`config.mk`:
```
export PLATFORM = sky130hd
export DESIGN_NAME = last_tag_fifo_flat
export DESIGN_NICKNAME = d
export VERILOG_FILES = /design/src/rtl/last_tag_fifo_if.sv /design/src/rtl/last_tag_fifo.sv /design/src/flat_wrapper.sv
export SDC_FILE = /design/constraint.sdc
export NUM_CORES = 1
export LEC_CHECK = 0
export ABC_AREA = 1
export CORE_AREA = 2 2 125 127
export CTS_CLUSTER_DIAMETER = 60
export DETAILED_ROUTE_END_ITERATION = 6
export DIE_AREA = 0 0 127 129
export HOLD_SLACK_MARGIN = 0.15
export SLEW_MARGIN = 20
export SYNTH_ARGS = -nofsm -noshare
export SYNTH_HDL_FRONTEND = slang
export SYNTH_SLANG_ARGS = --single-unit
```
`constraint.sdc`:
```
create_clock -name clk -period 4.1 [get_ports clk]
set_clock_uncertainty 0.1 [all_clocks]
set_input_delay 0.82 -clock clk [delete_from_list [all_inputs] [get_ports clk]]
set_output_delay 0.82 -clock clk [all_outputs]
set_load 0.02 [all_outputs]
```
`src/rtl/last_tag_fifo_if.sv`:
```
// Stream handshake bundle for last_tag_fifo: write side (s_*) and read side (m_*).
// The slave modport is the FIFO's view; the master modport is the producer/consumer view.
interface last_tag_fifo_if #(
  parameter int unsigned DATA_W = 8
) ();

  logic [DATA_W-1:0] s_data_i;
  logic              s_last_i;
  logic              s_valid_i;
  logic              s_ready_o;
  logic [DATA_W-1:0] m_data_o;
  logic              m_last_o;
  logic              m_valid_o;
  logic              m_ready_i;

  modport slave (
    input  s_data_i,
    input  s_last_i,
    input  s_valid_i,
    output s_ready_o,
    output m_data_o,
    output m_last_o,
    output m_valid_o,
    input  m_ready_i
  );

  modport master (
    output s_data_i,
    output s_last_i,
    output s_valid_i,
    input  s_ready_o,
    input  m_data_o,
    input  m_last_o,
    input  m_valid_o,
    output m_ready_i
  );

endinterface

```
`src/rtl/last_tag_fifo.sv`:
```
// Show-ahead FIFO with a per-entry LAST tag. Tracks occupancy and the number of queued
// LAST tags so upstream logic can tell whether a complete packet is buffered.
// Status is derived only from registered pointers; there is no push-to-pop bypass and
// no combinational path from m_ready_i to s_ready_o.
// The interface instance must use the same DATA_W as this module.
module last_tag_fifo #(
  parameter int unsigned DATA_W   = 8,
  parameter int unsigned DEPTH    = 8,
  parameter int unsigned AFULL_TH = DEPTH - 2,
  localparam int unsigned CW      = $clog2(DEPTH) + 1
) (
  input  logic          clk,
  input  logic          rst_n,
  input  logic          flush_i,
  last_tag_fifo_if.slave bus,
  output logic [CW-1:0] count_o,
  output logic [CW-1:0] last_cnt_o,
  output logic          any_last_o,
  output logic          full_o,
  output logic          empty_o,
  output logic          almost_full_o
);

  localparam int unsigned AW = CW - 1;
  localparam logic [CW-1:0] AFullTh = CW'(AFULL_TH);

  // Entry layout: {last, data}. Not reset; only the pointers qualify contents.
  logic [DATA_W:0] r_mem [DEPTH];

  // Pointers carry one extra wrap bit so full and empty are distinguishable.
  logic [CW-1:0] r_wr_ptr;
  logic [CW-1:0] r_rd_ptr;
  logic [CW-1:0] r_last_cnt;

  logic [CW-1:0] w_last_cnt_nxt;
  logic [CW-1:0] w_count;
  logic [DATA_W:0] w_head;
  logic          w_full;
  logic          w_empty;
  logic          w_push;
  logic          w_pop;
  logic          w_head_last;

  assign w_count     = r_wr_ptr - r_rd_ptr;
  assign w_empty     = (r_wr_ptr == r_rd_ptr);
  assign w_full      = (r_wr_ptr[AW-1:0] == r_rd_ptr[AW-1:0]) &&
                       (r_wr_ptr[AW] != r_rd_ptr[AW]);
  assign w_head      = r_mem[r_rd_ptr[AW-1:0]];
  assign w_head_last = w_head[DATA_W];

  // A flush cycle swallows both handshakes.
  assign w_push = bus.s_valid_i & ~w_full & ~flush_i;
  assign w_pop  = bus.m_ready_i & ~w_empty & ~flush_i;

  // Next LAST-tag count: a tagged push and a tagged pop in the same cycle cancel.
  always_comb begin
    w_last_cnt_nxt = r_last_cnt;
    unique case ({w_push & bus.s_last_i, w_pop & w_head_last})
      2'b10:   w_last_cnt_nxt = r_last_cnt + CW'(1);
      2'b01:   w_last_cnt_nxt = r_last_cnt - CW'(1);
      default: w_last_cnt_nxt = r_last_cnt;
    endcase
  end

  // Pointer and tag-count state; async reset and sync flush both return to empty.
  always_ff @(posedge clk or negedge rst_n) begin
    if (!rst_n) begin
      r_wr_ptr   <= '0;
      r_rd_ptr   <= '0;
      r_last_cnt <= '0;
    end else if (flush_i) begin
      r_wr_ptr   <= '0;
      r_rd_ptr   <= '0;
      r_last_cnt <= '0;
    end else begin
      if (w_push) r_wr_ptr <= r_wr_ptr + CW'(1);
      if (w_pop)  r_rd_ptr <= r_rd_ptr + CW'(1);
      r_last_cnt <= w_last_cnt_nxt;
    end
  end

  // Storage write on an accepted push.
  always_ff @(posedge clk) begin
    if (w_push) r_mem[r_wr_ptr[AW-1:0]] <= {bus.s_last_i, bus.s_data_i};
  end

  // Handshake outputs; head data is forced to zero when nothing is stored.
  assign bus.s_ready_o = ~w_full;
  assign bus.m_valid_o = ~w_empty;
  assign bus.m_data_o  = w_empty ? '0 : w_head[DATA_W-1:0];
  assign bus.m_last_o  = ~w_empty & w_head_last;

  // Status outputs.
  assign count_o       = w_count;
  assign last_cnt_o    = r_last_cnt;
  assign any_last_o    = (r_last_cnt != '0);
  assign full_o        = w_full;
  assign empty_o       = w_empty;
  assign almost_full_o = (w_count >= AFullTh);

endmodule

```
`src/flat_wrapper.sv`:
```
// flat-port wrapper written by rule: the top's interface ports become plain ports
module last_tag_fifo_flat 
#(
  parameter int unsigned DATA_W   = 8,
  parameter int unsigned DEPTH    = 8,
  parameter int unsigned AFULL_TH = DEPTH - 2,
  localparam int unsigned CW      = $clog2(DEPTH) + 1
)
  (clk, rst_n, flush_i, count_o, last_cnt_o, any_last_o, full_o, empty_o, almost_full_o, bus_s_data_i, bus_s_last_i, bus_s_valid_i, bus_s_ready_o, bus_m_data_o, bus_m_last_o, bus_m_valid_o, bus_m_ready_i);
  last_tag_fifo_if #(.DATA_W(DATA_W)) bus_i ();
  input  logic clk;
  input  logic rst_n;
  input  logic flush_i;
  output logic [CW-1:0] count_o;
  output logic [CW-1:0] last_cnt_o;
  output logic any_last_o;
  output logic full_o;
  output logic empty_o;
  output logic almost_full_o;
  input wire logic [$bits(bus_i.s_data_i)-1:0] bus_s_data_i;
  input wire logic [$bits(bus_i.s_last_i)-1:0] bus_s_last_i;
  input wire logic [$bits(bus_i.s_valid_i)-1:0] bus_s_valid_i;
  output wire logic [$bits(bus_i.s_ready_o)-1:0] bus_s_ready_o;
  output wire logic [$bits(bus_i.m_data_o)-1:0] bus_m_data_o;
  output wire logic [$bits(bus_i.m_last_o)-1:0] bus_m_last_o;
  output wire logic [$bits(bus_i.m_valid_o)-1:0] bus_m_valid_o;
  input wire logic [$bits(bus_i.m_ready_i)-1:0] bus_m_ready_i;
  assign bus_i.s_data_i = bus_s_data_i;
  assign bus_i.s_last_i = bus_s_last_i;
  assign bus_i.s_valid_i = bus_s_valid_i;
  assign bus_s_ready_o = bus_i.s_ready_o;
  assign bus_m_data_o = bus_i.m_data_o;
  assign bus_m_last_o = bus_i.m_last_o;
  assign bus_m_valid_o = bus_i.m_valid_o;
  assign bus_i.m_ready_i = bus_m_ready_i;
  last_tag_fifo #(.DATA_W(DATA_W), .DEPTH(DEPTH), .AFULL_TH(AFULL_TH)) u_core (.clk(clk), .rst_n(rst_n), .flush_i(flush_i), .bus(bus_i), .count_o(count_o), .last_cnt_o(last_cnt_o), .any_last_o(any_last_o), .full_o(full_o), .empty_o(empty_o), .almost_full_o(almost_full_o));
endmodule
```
==> results of run 1 <==
## cell type report
cell class / count / area share, %
Tap cell: 188 / 4.93
Timing Repair Buffer: 49 / 9.60
Clock inverter: 7 / 1.97
Multi-Input combinational cell: 220 / 25.1
Sequential cell: 84 / 51.6
Clock buffer: 9 / 4.72
Inverter: 25 / 2.02
## flip-flops by register name, indices dropped and copies added, names as in the netlist
signal,cells
u_core.last_cnt_o,4
u_core.r_mem,72
u_core.r_rd_ptr,4
u_core.r_wr_ptr,4
## cells in the mapped netlist (2+ instances only)
master / count / area, um^2
edfxtp_1: 72 / 2160
nor2_1: 59 / 221
o21ai_0: 49 / 245
nand2_1: 39 / 146
inv_1: 17 / 63.8
dfrtp_1: 12 / 300
nand3_1: 10 / 50.1
clkbuf_1: 9 / 33.8
a31oi_1: 8 / 50.1
o22ai_1: 8 / 50.1
ha_1: 7 / 87.6
inv_2: 6 / 22.5
nand2_4: 6 / 67.6
a21oi_1: 5 / 25.0
nand2_2: 5 / 31.3
nand3_2: 4 / 40.0
nor3_1: 4 / 20.0
buf_2: 3 / 15.0
clkinv_2: 2 / 10.0
nand4_2: 2 / 25.0
o21ai_1: 2 / 10.0
## kinds of logic (layout without fill, tap and decap cells)
| kind of cell | count (synthesis) | after routing | share of synthesized area, % |
|---|---|---|---|
| buf+inv | 39 | 90 | 4.29 |
| flops | 84 | 84 | 64.4 |
| xor+xnor | 2 | 2 | 0.458 |
| fa+ha+maj | 8 | 8 | 2.81 |
| simple gates | 135 | 135 | 17.4 |
| compound gates | 75 | 75 | 10.7 |
## power by group through the flow
stage | Clock [mW] | Combinational [mW] | Sequential (mW)
2_1_floorplan | 0 | 0.348 | 0.995
3_3_place_gp | 0 | 0.582 | 0.985
3_5_place_dp | 0 | 0.590 | 0.987
4_1_cts | 0.867 | 0.592 | 0.968
5_1_grt | 0.912 | 0.644 | 0.970
6_report | 0.850 | 0.589 | 0.968
## worst reg2reg max path, delay by kind of cell (launching register included)
kind                       cells  cell delay [ps]
and+or+nand+nor               10             1020
adders and majority gates      2              600
buffers and inverters          4              450
DFF                            1              380
## final timing paths
path	from	to
max reg2reg	u_core.r_rd_ptr[0]$_DFFE_PN0P_	u_core.last_cnt_o[3]$_DFFE_PN0P_
max in group asynchronous	rst_n	u_core.r_wr_ptr[2]$_DFFE_PN0P_
min reg2reg	u_core.last_cnt_o[3]$_DFFE_PN0P_	u_core.last_cnt_o[3]$_DFFE_PN0P_
max	u_core.r_rd_ptr[0]$_DFFE_PN0P_	bus_m_data_o[7]
min in group asynchronous	rst_n	u_core.last_cnt_o[3]$_DFFE_PN0P_
min	u_core.last_cnt_o[3]$_DFFE_PN0P_	u_core.last_cnt_o[3]$_DFFE_PN0P_
## layer usage
layer | GRT usage [%] | wire (um)
met5 | 0 | 0
met3 | 3.58 | 536
met2 | 17.4 | 3970
met4 | 3.81 | 81
met1 | 14.7 | 4090
## stage by stage
step                instance area (um^2)  total power [mW]  std cells
detailed placement                  4450              1.58        566
CTS                                 4770              2.43        582
global route                        4770              2.53        582
global placement                    4450              1.57        566
floorplan                           3820              1.34        343
finish                              4770              2.41        582
==> results.toml, run 1 <==
[yosys]
ys_types = 35
synth_seq_cells = 84
syn_nets = 365
ys_seq_area_share_pct = 64.4
synthArstFlopShare_pct = 14.3
synth_area_mm2 = 0.00382
synth_flop_cell = "edfxtp_1"
syn_inst = 343
synth.avg_cell_area_um2 = 11.2
synth_warnings = 0
synth_edf_count = 72

[route]
drtPass1Iterations = 4
drtIter0Drc = 162
ant_nets = 0
vias = 2659
vias_per_cell = 4.57
drc = 0
wl_um = 8680
wl_per_cell_um = 14.9

[grt]
grt-ovfl-total = 0
grt_pass1_wl_um = 13900
grt_pass1_vias = 2626
grt_max_degree = 39
antenna_found_initial = 0
grt_use_total_pct = 11.1

[clock_network]
post_cts.repair.setup_buffers = 0
cts.sinks = 84
root_buffer = "clkbuf_16"
clock_latency_ps = 330
ctsLongestPathBuffers = 2
ctsHoldBuffers = 0
htree_levels = 3
cts.repair.resized = 0
cts.reportedPaths.clkPinSlew_ps = 70
tritoncts = "built"
cts_made_buffers = 9

[pwr]
power_frac_seq_pct = 40.2
p_int_mw = 1.67
switchingPower_uw = 734
p_per_area_mw_per_mm2 = 505
leakage_nw = 1.79
netSwitchingFraction_pct = 30.5
ir_drop_mv = 0.249
p_clk_share_pct = 35.3
power_frac_comb_pct = 24.5

[finish]
utilization_pct = 31.8
diodes = 0
register_area_mm2 = 0.00246
multi_input_area_mm2 = 0.00120
final_common_cell = "edfxtp_1"
drive_gt1_share_pct = 14.7
layout.nets = 411
mostFrequentLayoutCells = "edfxtp_1 (72), nor2_1 (59), o21ai_0 (49)"
fillCellCount = 1508
syn_to_final_growth_pct = 24.7

[critical_path]
required_ps = 3180
path_max_fanout = 22
crit_buf_inv = 3
path_cells = "buf_4, ha_1, nand3_2, clkinv_2, nand2_4, o21ai_0, a31oi_1, clkdlybuf4s50_1"
arrival_ps = 2780
cp-end-kind = "primary output"
rrSetupSlack_ps = 1440
critical_path.max_stage_delay_ps = 680
reg2reg_depth = 16
crit_cells = 8
cp_top_family = "buffers and inverters"
start_kind = "register"
cpMaxStageDelayCell = "clkdlybuf4s50_1"
path_class = "register to primary output"

[timing]
rsz0062_at_grt = "false"
hold_violations = 0
setup_slack_ps = 404
worstMarginPinSlew_ps = 619
maxSlewViolCount = 0
finalCritPeriodShare_pct = 90.1
finalSetupTns_ps = 0
finalSetupViolations = 0
post-route-min-period_ps = 3700
hold_ws_ps = 464
relSlewSlack_pct = 58.6
max_freq_mhz = 271

[place]
routabilityCongestion = 0.798
hpwl_um = 5640
portBuffers = 36
place_worst_setup_slack_ps = 853

[status]
status = "finished clean"

[job]
maxCapViolations = 0

[die]
die_y_um = 129
die_area_mm2 = 0.0164
pin_count = 37
die_w_um = 127
rows = 45
core_area_mm2 = 0.0150
initial_core_util_pct = 25.5

[hold_path]
hp-class = "register to register"
min_path_cells = 2
No activity file was read; power rests on OpenSTA's default activity.
==> run 2, diff against run 1 <==
--- a/config.mk
+++ b/config.mk
@@ -10,6 +10,7 @@
 export CTS_CLUSTER_DIAMETER = 60
 export DETAILED_ROUTE_END_ITERATION = 6
 export DIE_AREA = 0 0 127 129
+export DONT_BUFFER_PORTS = 1
 export HOLD_SLACK_MARGIN = 0.15
 export SLEW_MARGIN = 20
 export SYNTH_ARGS = -nofsm -noshare
==> constraint.sdc (replaced) <==
create_clock -name clk -period 4.1 [get_ports clk]
set_clock_uncertainty 0.1 [all_clocks]
set_input_delay 0.82 -clock clk [delete_from_list [all_inputs] [get_ports clk]]
set_output_delay 0.82 -clock clk [all_outputs]
set_load 0.01 [all_outputs]
==> results.toml, run 2 (synthesized netlist as in run 1, its figures left out) <==
[critical_path]
path_cells = "buf_4, inv_2, ha_1, nand3_2, clkinv_2, nand2_4, o21ai_0, a31oi_1"
rrSetupSlack_ps = 1020
required_ps = 3180
critical_path.max_stage_delay_ps = 410
path_class = "register to primary output"
cp-end-kind = "primary output"
path_max_fanout = 22
arrival_ps = 2490
cpMaxStageDelayCell = "a31oi_1"
start_kind = "register"

[place]
hpwl_um = 5560
portBuffers = 0
routabilityCongestion = 0.805
place_worst_setup_slack_ps = 1050

[die]
initial_core_util_pct = 25.5
core_area_mm2 = 0.0150
pin_count = 37
die_w_um = 127
die_area_mm2 = 0.0164
die_y_um = 129
rows = 45

[route]
ant_nets = 0
drc = 0
vias = 2512
vias_per_cell = 4.63
wl_um = 8500
drtIter0Drc = 196
wl_per_cell_um = 15.7
drtPass1Iterations = 4

[clock_network]
cts_made_buffers = 9
ctsHoldBuffers = 1
root_buffer = "clkbuf_16"
cts.repair.resized = 0
cts.sinks = 84
cts.reportedPaths.clkPinSlew_ps = 70
post_cts.repair.setup_buffers = 0
tritoncts = "built"
ctsLongestPathBuffers = 2
htree_levels = 3
clock_latency_ps = 340

[timing]
finalSetupTns_ps = 0
worstMarginPinSlew_ps = 877
rsz0062_at_grt = "false"
finalSetupViolations = 0
post-route-min-period_ps = 3410
maxSlewViolCount = 0
finalCritPeriodShare_pct = 83.2
relSlewSlack_pct = 41.3
setup_slack_ps = 688
max_freq_mhz = 293
hold_ws_ps = 467
hold_violations = 0

[status]
status = "finished clean"

[finish]
syn_to_final_growth_pct = 13.6
layout.nets = 371
mostFrequentLayoutCells = "edfxtp_1 (72), nor2_1 (59), o21ai_0 (49)"
utilization_pct = 29.0
largest_register_ffs = 72
drive_gt1_share_pct = 14.7
diodes = 0
fillCellCount = 1530
final_common_cell = "edfxtp_1"

[grt]
grt_use_total_pct = 11.1
grt-ovfl-total = 0
grt_pass1_vias = 2527
grt_pass1_wl_um = 13800
antenna_found_initial = 0
grt_max_degree = 39

[hold_path]
hp-class = "primary input to register"

[pwr]
ir_drop_mv = 0.221
p_per_area_mw_per_mm2 = 490
power_mw = 2.13
leakage_nw = 1.61

[job]
maxCapViolations = 0
[run 2: per-stage QoR]
step	instances	cell area, um^2
4_1_cts	542	4350
3_5_place_dp	525	4050
2_1_floorplan	343	3820
3_3_place_gp	525	4050
6_report	542	4350
5_1_grt	542	4350
[run 2: critical path: cells and delay by family (launching register included)]
| kind | cells | cell delay [ps] |
|---|---|---|
| buffers and inverters | 3 | 610 |
| AOI/OAI and AO/OA | 2 | 540 |
| DFF | 1 | 370 |
| adders and majority gates | 1 | 320 |
| and+or+nand+nor | 2 | 290 |
[run 2: layer usage]
metal / up-vias / global-route usage [%] / wire, um
li1: 1215 / - / -
met1: 1220 / 14.3 / 3770
met2: 69 / 17.4 / 3990
met3: 8 / 3.91 / 622
met4: 0 / 3.75 / 122
met5: - / 0 / 0
[run 2: final cells by class]
| cell class | count | area [um^2] | share of cell area [%] |
|---|---|---|---|
| clock buffers | 9 | 225 | 5.18 |
| clock inverters | 7 | 58.8 | 1.35 |
| inverters | 25 | 96.3 | 2.22 |
| multi-input cells | 220 | 1200 | 27.6 |
| flip-flops and latches | 84 | 2460 | 56.6 |
| well taps | 188 | 235 | 5.41 |
| repair buffers | 9 | 70.1 | 1.61 |
[run 2: final timing paths]
check,to,depth (start not counted),start
setup / recovery,bus_m_data_o[7],8,u_core.r_rd_ptr[1]$_DFFE_PN0P_
hold / removal,u_core.r_mem[1][1]$_DFFE_PP_,0,bus_s_data_i[1]
setup reg to reg,u_core.r_mem[0][5]$_DFFE_PP_,10,u_core.r_rd_ptr[1]$_DFFE_PN0P_
hold reg to reg,u_core.r_wr_ptr[3]$_DFFE_PN0P_,2,u_core.r_wr_ptr[3]$_DFFE_PN0P_
max in group asynchronous,u_core.r_wr_ptr[1]$_DFFE_PN0P_,1,rst_n
min in group asynchronous,u_core.last_cnt_o[3]$_DFFE_PN0P_,1,rst_n
[run 2: power by group]
part / switching [mW] / internal (mW)
clock network: 0.354 / 0.420
logic: 0.271 / 0.110
registers: 0.0230 / 0.952
==> run 3, diff against run 2 <==
==> constraint.sdc (replaced) <==
create_clock -name clk -period 3.25 [get_ports clk]
set_clock_uncertainty 0.1 [all_clocks]
set_input_delay 0.65 -clock clk [delete_from_list [all_inputs] [get_ports clk]]
set_output_delay 0.65 -clock clk [all_outputs]
set_load 0.01 [all_outputs]
==> results.toml, run 3 (synthesized netlist as in run 1, its figures left out) <==
[route]
wl_met3_um = 511
drc = 0
m1WireLength_um = 3870
vias = 2537
drtPass1Iterations = 5
highest-signal-layer = "met4"
wl_um = 8720
wl_met2_um = 4210
vias_per_cell = 4.60
wl_per_cell_um = 15.8
ant_nets = 0
drtIter0Drc = 144

[finish]
mostFrequentLayoutCells = "edfxtp_1 (72), nor2_1 (59), o21ai_0 (49)"
largest_register_ffs = 72
syn_to_final_growth_pct = 15.9
layout.nets = 381
design_area_mm2 = 0.00443
final_common_cell = "edfxtp_1"
drive_gt1_share_pct = 16.8
diodes = 0

[timing]
setup_slack_ps = 373
hold_violations = 0
finalSetupViolations = 0
maxSlewViolCount = 0
relSlewSlack_pct = 58.1
finalCritPeriodShare_pct = 88.5
finalSetupTns_ps = 0
worstMarginPinSlew_ps = 626
max_freq_mhz = 348
post-route-min-period_ps = 2880
rsz0062_at_grt = "false"

[die]
die_area_mm2 = 0.0164
pin_count = 37
core_area_mm2 = 0.0150
rows = 45
initial_core_util_pct = 25.5
die_w_um = 127
die_y_um = 129

[clock_network]
cts_made_buffers = 9
clock_latency_ps = 340
tritoncts = "built"
ctsHoldBuffers = 1
root_buffer = "clkbuf_16"
post_cts.repair.setup_buffers = 0
cts.repair.resized = 0
ctsLongestPathBuffers = 2
htree_levels = 3
cts.sinks = 84
cts.reportedPaths.clkPinSlew_ps = 60

[pwr]
ir_drop_mv = 0.320
leakage_nw = 1.66
p_per_area_mw_per_mm2 = 624

[grt]
antenna_found_initial = 0
grt_max_degree = 39
grt_pass1_wl_um = 14100
grt_pass1_vias = 2638
grt-ovfl-total = 0
grt_use_total_pct = 11.3

[critical_path]
cpMaxStageDelayCell = "a31oi_1"
path_class = "register to primary output"
path_max_fanout = 10
path_cells = "inv_1, ha_1, nand3_2, clkinv_2, nand2_4, o21ai_0, a31oi_1"
required_ps = 2500
start_kind = "register"
cp-end-kind = "primary output"
arrival_ps = 2130
critical_path.max_stage_delay_ps = 420

[place]
place_worst_setup_slack_ps = 653
place_area_mm2 = 0.00413
hpwl_um = 5580
portBuffers = 0
routabilityCongestion = 0.802

[job]
maxCapViolations = 0

[hold_path]
hp-class = "primary input to register"

[status]
status = "finished clean"
[run 3: stage by stage]
stage | util, % | total power, mW | cells | hold WS (ps)
after global routing | 29.6 | 2.89 | 552 | 288
after CTS | 29.6 | 2.79 | 552 | 290
after floorplan | - | 1.63 | 343 | 254
after global placement | 27.6 | 1.76 | 535 | 255
after detailed placement | 27.6 | 1.78 | 535 | 255
final | 29.6 | 2.76 | 552 | 303
[run 3: worst paths after layout]
path	start	endpoint	slack, ps	cells past startpoint
worst max-delay path	u_core.r_wr_ptr[0]$_DFFE_PN0P_	bus_m_data_o[7]	370	7
worst min-delay path	bus_s_data_i[4]	u_core.r_mem[3][4]$_DFFE_PP_	300	0
worst max register to register	u_core.r_wr_ptr[0]$_DFFE_PN0P_	u_core.last_cnt_o[3]$_DFFE_PN0P_	640	16
worst min register to register	u_core.r_rd_ptr[3]$_DFFE_PN0P_	u_core.r_rd_ptr[3]$_DFFE_PN0P_	510	2
max in group asynchronous	rst_n	u_core.r_rd_ptr[3]$_DFFE_PN0P_	1970	1
min in group asynchronous	rst_n	u_core.last_cnt_o[2]$_DFFE_PN0P_	660	1
[run 3: worst max-delay path, delay by kind of cell, from the launching register on]
family | cells | cell delay, ps
AND/OR/NAND/NOR | 2 | 290
adder cells (fa/ha/maj) | 1 | 300
AO/OA/AOI/OAI | 2 | 530
flip-flops | 1 | 380
buffers and inverters | 2 | 280
[run 3: metal layers]
metal / GRT usage [%] / vias up
li1: - / 1236
met2: 19.2 / 72
met1: 14.0 / 1219
met3: 3.28 / 10
met4: 3.68 / 0
met5: 0 / -
[run 3: power by group]
group	switching (mW)	leakage [nW]	internal, mW
Sequential	0.0301	0.813	1.20
Combinational	0.352	0.717	0.169
Clock	0.414	0.132	0.598
Total	0.796	1.66	1.97
[run 3: area by class of cell]
class                   count  area (um^2)
clock buffers              11          233
clock inverters             5         61.3
fillers                  1535        10500
inverters                  25         96.3
multi-input cells         220         1200
flip-flops and latches     84         2460
well taps                 188          235
repair buffers             19          145
